===== src/rtl/correlator_bank_reader.sv =====
// Read-back engine for the cos/sin correlator accumulators.
// It walks a retired bank from cell 0 to WORDS-1 and streams the cos half,
// then the sin half, of each packed word over a valid/ready interface.
module correlator_bank_reader #(
  parameter int unsigned ACCUM = 24,
  parameter int unsigned WORDS = 24,
  parameter int unsigned ABITS = 5,
  parameter int unsigned BBITS = 2
) (
  input  logic                     clk,
  input  logic                     rst,
  input  logic                     swap,
  input  logic [BBITS-1:0]         bank_i,
  output logic                     ram_rd,
  output logic [BBITS+ABITS-1:0]   ram_adr,
  input  logic [2*ACCUM-1:0]       ram_dat,
  output logic [ACCUM-1:0]         dat_o,
  output logic                     vld_o,
  input  logic                     rdy_i,
  output logic                     last_o,
  output logic                     busy_o,
  output logic                     overrun_o
);

  typedef enum logic [2:0] {
    IDLE,
    FETCH,
    WAIT,
    SEND_COS,
    SEND_SIN
  } state_t;

  localparam logic [ABITS-1:0] LAST_CELL = ABITS'(WORDS - 1);

  state_t                   state_q, state_d;
  logic [BBITS-1:0]         bank_q, bank_d;
  logic [ABITS-1:0]         cell_q, cell_d;
  logic [2*ACCUM-1:0]       hold_q, hold_d;
  logic                     sel_sin_q, sel_sin_d;
  logic                     ram_rd_q, ram_rd_d;
  logic [BBITS+ABITS-1:0]   ram_adr_q, ram_adr_d;
  logic                     vld_q, vld_d;
  logic                     last_q, last_d;
  logic                     busy_q, busy_d;
  logic                     overrun_q, overrun_d;

  logic                     xfer;
  logic                     at_last_cell;
  logic [ABITS-1:0]         cell_inc;

  assign xfer         = vld_q & rdy_i;
  assign at_last_cell = (cell_q == LAST_CELL);
  assign cell_inc     = cell_q + ABITS'(1);

  // State register.
  always_ff @(posedge clk) begin
    if (rst) begin
      state_q <= IDLE;
    end else begin
      state_q <= state_d;
    end
  end

  // Datapath and output registers.
  always_ff @(posedge clk) begin
    if (rst) begin
      bank_q    <= '0;
      cell_q    <= '0;
      hold_q    <= '0;
      sel_sin_q <= 1'b0;
      ram_rd_q  <= 1'b0;
      ram_adr_q <= '0;
      vld_q     <= 1'b0;
      last_q    <= 1'b0;
      busy_q    <= 1'b0;
      overrun_q <= 1'b0;
    end else begin
      bank_q    <= bank_d;
      cell_q    <= cell_d;
      hold_q    <= hold_d;
      sel_sin_q <= sel_sin_d;
      ram_rd_q  <= ram_rd_d;
      ram_adr_q <= ram_adr_d;
      vld_q     <= vld_d;
      last_q    <= last_d;
      busy_q    <= busy_d;
      overrun_q <= overrun_d;
    end
  end

  // Next-state and next-output logic. The RAM read strobe is registered on
  // the transition into FETCH so it is high exactly for the FETCH cycle.
  always_comb begin
    state_d   = state_q;
    bank_d    = bank_q;
    cell_d    = cell_q;
    hold_d    = hold_q;
    sel_sin_d = sel_sin_q;
    ram_rd_d  = 1'b0;
    ram_adr_d = ram_adr_q;
    vld_d     = vld_q;
    last_d    = last_q;
    busy_d    = busy_q;
    overrun_d = overrun_q;

    // A swap while busy (including on the final transfer) is dropped.
    if (swap && busy_q) begin
      overrun_d = 1'b1;
    end

    unique case (state_q)
      IDLE: begin
        if (swap && !busy_q) begin
          bank_d    = bank_i;
          cell_d    = '0;
          busy_d    = 1'b1;
          ram_rd_d  = 1'b1;
          ram_adr_d = {bank_i, {ABITS{1'b0}}};
          state_d   = FETCH;
        end
      end
      FETCH: begin
        state_d = WAIT;
      end
      WAIT: begin
        hold_d    = ram_dat;
        sel_sin_d = 1'b0;
        vld_d     = 1'b1;
        state_d   = SEND_COS;
      end
      SEND_COS: begin
        if (xfer) begin
          sel_sin_d = 1'b1;
          last_d    = at_last_cell;
          state_d   = SEND_SIN;
        end
      end
      SEND_SIN: begin
        if (xfer) begin
          vld_d = 1'b0;
          if (at_last_cell) begin
            last_d  = 1'b0;
            busy_d  = 1'b0;
            state_d = IDLE;
          end else begin
            cell_d    = cell_inc;
            ram_rd_d  = 1'b1;
            ram_adr_d = {bank_q, cell_inc};
            state_d   = FETCH;
          end
        end
      end
      default: begin
        state_d = IDLE;
      end
    endcase
  end

  // dat_o is selected from the holding register; the select only flips on a
  // cos transfer or on entry to SEND_COS, so the stream stays stable in stalls.
  assign dat_o     = sel_sin_q ? hold_q[2*ACCUM-1:ACCUM] : hold_q[ACCUM-1:0];
  assign ram_rd    = ram_rd_q;
  assign ram_adr   = ram_adr_q;
  assign vld_o     = vld_q;
  assign last_o    = last_q;
  assign busy_o    = busy_q;
  assign overrun_o = overrun_q;

endmodule

===== config.mk =====
export PLATFORM = sky130hd
export DESIGN_NAME = correlator_bank_reader
export DESIGN_NICKNAME = d
export VERILOG_FILES = /design/src/rtl/correlator_bank_reader.sv
export SDC_FILE = /design/constraint.sdc
export NUM_CORES = 1
export LEC_CHECK = 0
export ABC_AREA = 0
export CAP_MARGIN = 15
export CORE_ASPECT_RATIO = 1.5
export CORE_MARGIN = 4
export CORE_UTILIZATION = 46
export DETAILED_ROUTE_END_ITERATION = 6
export GPL_TIMING_DRIVEN = 0
export PLACE_DENSITY = 0.78
export SLEW_MARGIN = 40
export SYNTH_ARGS = -nofsm -noshare
export SYNTH_HDL_FRONTEND = slang
export SYNTH_SLANG_ARGS = --single-unit

===== constraint.sdc =====
create_clock -name clk -period 2.1 [get_ports clk]
set_input_delay 0.42 -clock clk [delete_from_list [all_inputs] [get_ports clk]]
set_output_delay 0.42 -clock clk [all_outputs]
set_load 0.05 [all_outputs]

Word level (Yosys, flattened, before mapping):

Index checks and enable logic that the tools add are counted.

* add/subtract/negate cells: 1
* multipliers: 0
* div/mod/pow operators: 0
* magnitude comparators: 0
* equality and inequality tests: 10
* shift-type cells: 0
* muxes and demuxes: 28
* bitwise operators: 1
* reduce and logical (&&, ||, !) cells: 15

Operators by type and width (number)
* 24-bit 2-to-1 mux: 1
* 7-bit 2-to-1 mux: 3
* 5-bit 2-to-1 mux: 3
* 3-bit one-hot mux with 5 select lines: 1
* 7-bit one-hot mux with 2 select lines: 1
* 4-bit AND reduction: 3
* 1-bit 2-to-1 mux: 10
* 2-bit inequality test (second input constant): 5
* 1-bit one-hot mux with 2 select lines: 5
* 5-bit one-hot mux with 2 select lines: 1
* 3-bit 2-to-1 mux: 3
* 2-bit nonzero test: 4
* 3-bit by 2-bit == test with 1-bit output (second input constant): 2
* 2-bit AND reduction: 3
* 5-bit by 1-bit adder with 5-bit output (second input constant): 1
* 5-bit == test (second input constant): 1
* 3-bit by 1-bit == test with 1-bit output (second input constant): 1
* 3-bit == test (second input constant): 1
* 3-bit zero test: 1
* 3-bit AND reduction: 1
* 1-bit logical AND: 2
* 1-bit AND: 1
* 1-bit zero test: 1

* register bits: 71
* bits in latches: 0
* memory bits (writable): 0
* bits in read-only memories: 0
* input port bits: 54
* logic and storage cells: 66
* memories: 0

Longest topological paths before layout:

Gate-level depths: netlist of run 1.

* depth in word-level cells: 4
* gate-level depth with buffers: 7
* depth with buffers taken out: 5

Least setup slack after synthesis of run 1:

No wires, ideal clock.

* path type: register to register
* start point: register cell_q[0]
* end point: register cell_q[2]
* library setup time: 0.091 ns
* data arrival time: 1.826 ns
* required time: 2.009 ns
* slack: 0.183 ns
* cell stages (with the launch flop): 6
* buffers on the path: 0
* cell sequence: dfxtp_1 ha_1 nand4b_1 a31oi_2 nor2_1 a311oi_1

* word-level cells in the longest chain between the ends: 4
* elaborated cells between the ends (all ways): 7
* classes of those cells: add/sub: 1; eq/ne: 2; mux: 3; reduce/logical: 1

RTL lines
* start: declaration: line 37 `logic [ABITS-1:0] cell_q, cell_d;`
* start signal: assignment: line 79 `cell_q <= cell_d;`
* 5-bit by 1-bit adder with 5-bit output: line 53 `assign cell_inc = cell_q + ABITS'(1);`
* 5-bit 2-to-1 mux: line 141 `if (at_last_cell) begin`
* 5-bit 2-to-1 mux: line 139 `if (xfer) begin`
* 5-bit one-hot mux with 2 select lines: line 111 `unique case (state_q)`

Parallel ways exist; a longest one is shown, timed or not. The select of a mux whose other input is x is not followed.
A chain may end at the register's enable or synchronous reset.

Worst setup path in the final report of run 1:

* start point: register busy_q, in the netlist busy_o
* end point: output port busy_o

RTL lines
* start: declaration: line 44 `logic busy_q, busy_d;`
* start signal: assignment: line 86 `busy_q <= busy_d;`
* end: declaration: line 21 `output logic busy_o,`

No word-level cell between the ends.

==> results of run 1 <==
[stage by stage]
step	TNS, ps	hold slack (ps)	power [uW]	area [sq um]
after floorplan	0	433	1780	2770
after global routing	0	469	3180	3860
after CTS	-20.9	454	3070	3890
after detailed placement	-9980	446	2030	3750
after global placement	-9730	438	2020	3750
final	0	454	3060	3860
[logic make-up (layout without fill, tap and decap cells)]
kind of cell / Yosys count / after routing / share of synthesized area, %
muxes: 26 / 26 / 10.5
AOI/OAI and AO/OA: 74 / 74 / 14.8
DFF: 66 / 66 / 47.6
adders and majority gates: 1 / 1 / 0.451
buffers and inverters: 28 / 132 / 4.92
and+or+nand+nor: 140 / 140 / 21.7
[sequential cells by signal (all words and copies together) (netlist names)]
register   flops
hold_q        48
cell_q         4
ram_adr        3
last_o         1
vld_o          1
ram_rd         1
state_q        3
busy_o         1
sel_sin_q      1
bank_q         2
overrun_o      1
[metal layers]
metal / vias to the layer above / routed length, microns / share of wire (%) / track usage [%]
met5: - / 0 / 0 / 0
met4: 0 / 114 / 1.5 / 7.67
met3: 11 / 418 / 5.6 / 6.15
met2: 68 / 3820 / 51 / 36.9
met1: 1224 / 3140 / 42 / 23.5
li1: 1336 / - / - / -
[worst min-delay path by stage]
stage	startpoint	to	cells after the start
2_1_floorplan	hold_q[24]	hold_q[24]	2
3_5_place_dp	hold_q[0]	hold_q[0]	2
4_1_cts	hold_q[0]	hold_q[0]	2
5_1_grt	hold_q[39]	hold_q[39]	2
6_report	hold_q[5]	hold_q[5]	2
3_3_place_gp	hold_q[34]	hold_q[34]	2
[where the power goes]
| group | switching (uW) | internal [uW] |
|---|---|---|
| logic | 367 | 238 |
| clock network | 473 | 606 |
| registers | 43.8 | 1330 |
| total | 884 | 2170 |
[placed cells by master, fill, tap and decap left out, types with 3 or more instances in the layout]
| master | synthesis | routed |
|---|---|---|
| nor3_1 | 7 | 7 |
| a21oi_1 | 58 | 58 |
| nor2_1 | 7 | 7 |
| clkbuf_1 | 13 | 12 |
| mux2_2 | 24 | 24 |
| dlygate4sd2_1 | 0 | 5 |
| o21ai_0 | 4 | 4 |
| buf_6 | 3 | 3 |
| nand2_1 | 103 | 103 |
| nand3_1 | 7 | 7 |
| clkbuf_8 | 0 | 11 |
| buf_2 | 7 | 26 |
| dfxtp_1 | 66 | 65 |
| clkinv_2 | 0 | 3 |
| clkdlybuf4s50_1 | 0 | 65 |
[final cells by class]
cell class	instances	area, sq um
repair buffers	89	790
inverters	2	7.51
plain buffers	25	133
multi-input cells	241	1320
clock buffers	11	151
fillers	518	1970
flip-flops and latches	66	1320
well taps	72	90.1
clock inverters	5	52.6
[what timing repair did]
action,CTS,global route
setup endpoints to repair,24,4
endpoints found under the hold margin,0,0
hold buffers,0,0
gates resized for setup,97,8
setup buffers,0,0
==> reports/results.ini, run 1 <==
[logic_synthesis]
avgSynthCellArea_sq_um = 8.28
synth_fp_nets = 390
ys_top_cells_by_area = dfxtp_1 48%, nand2_1 14%, a21oi_1 10%
synth.top_cells.by_count = 103 x nand2_1, 66 x dfxtp_1, 58 x a21oi_1, 24 x mux2_2, 13 x clkbuf_1
syn_inst = 335
synth_edf_count = 0
synth-warning-count = 0
seq_area_frac_synth_pct = 47.6
ys_ff_latch = 66
synth.distinct_cells = 37
synth_most_common_cell = nand2_1
synth_top_area_cell = dfxtp_1
synthFlopType = dfxtp_1
synth.top_cell.area_share_pct = 47.6
netlist_area_sq_um = 2770
synth-async-reset-ratio_pct = 0

[setup_path]
required_ps = 1680
cp_top_family = buffers and inverters
rr_endpoint = cell_q[2]
cp.buffers_inverters = 1
cp_cell_sequence = clkdlybuf4s50_1
worstSetupPathDepth = 1
startpoint = busy_o
slowest_stage = clkdlybuf4s50_1
criticalPathCategory = reg2out
arrival_ps = 1610
reg2regPathDepth = 5
start_kind = flip-flop
critical_path.endpoint_type = output pin
timing.rr.start = cell_q[0]
path_max_fanout = 5
rrSetupSlack_ps = 240
crit_end = busy_o
critPathMaxStageDelay_ps = 840

[global_route]
grt_max_degree = 12
grt_pass1_vias = 2612
grtUsageTotal_pct = 20.8
grt_pass1_wl_microns = 12000
antenna_found_initial = 0
grt_overflow_total = 0

[sta]
timing.final.crit_share_pct = 96.7
rsz0062_at_grt = false
fmax_mhz = 492
skew_ps = 8.26
slew_viol_final = 0
layout_setup_ws_ps = 68.7
tightest_slew_ps = 504
setup_viol_count_final = 0
final_hold_viol_count = 0
post-route-min-period_ps = 2030
relSlewSlack_pct = 66.3

[outcome]
status = finished clean

[finish]
final_core_util_pct = 66.3
layout.cells.non_filler = 511
final_nets = 489
diodes = 0
area.growth.synth_to_final_pct = 39.2
drive_gt1_share_pct = 17.5

[placement]
dpl.hpwl_microns = 5500
pre_cts_ws_ps = -542
io_buffers = 89
place_inst = 496
place_congestion = 0.798

[pwr]
p_leak_uw = 0.00149
peakVddDrop_uv = 548
cellPowerDensity_nw_per_um2 = 792

[cts]
cts_root_buf = clkbuf_8
clkTransAtPathRegs_ps = 70
clock_path_buffers = 2
cts_sinks = 66
cts_buffers = 9
htree_num_levels = 3
cts_tree = built
clk_latency_ps = 340

[routing]
drc = 0
num_vias = 2639
postRouteAntennaNets = 0
drt_iter0_drc = 172
wirelength_microns = 7500
wire_per_inst_microns = 14.7
firstDrtPassIters = 4
routed_via_density = 5.16

[die]
die_h_microns = 103
start_util_pct = 47.6
dieWidth_microns = 71.4
die_area_sq_um = 7360
core_sq_um = 5830
ios = 90
rows = 34

[flow_run]
drv_cap = 0

[hold_path]
hp-class = reg2reg

No activity file was read; power rests on OpenSTA's default activity.
==> run 2, diff against run 1 <==
Settings changed: SLEW_MARGIN 40 to default.
==> results of run 2 <==
No change in the layout: final DEF, timing and power equal those of run 1.
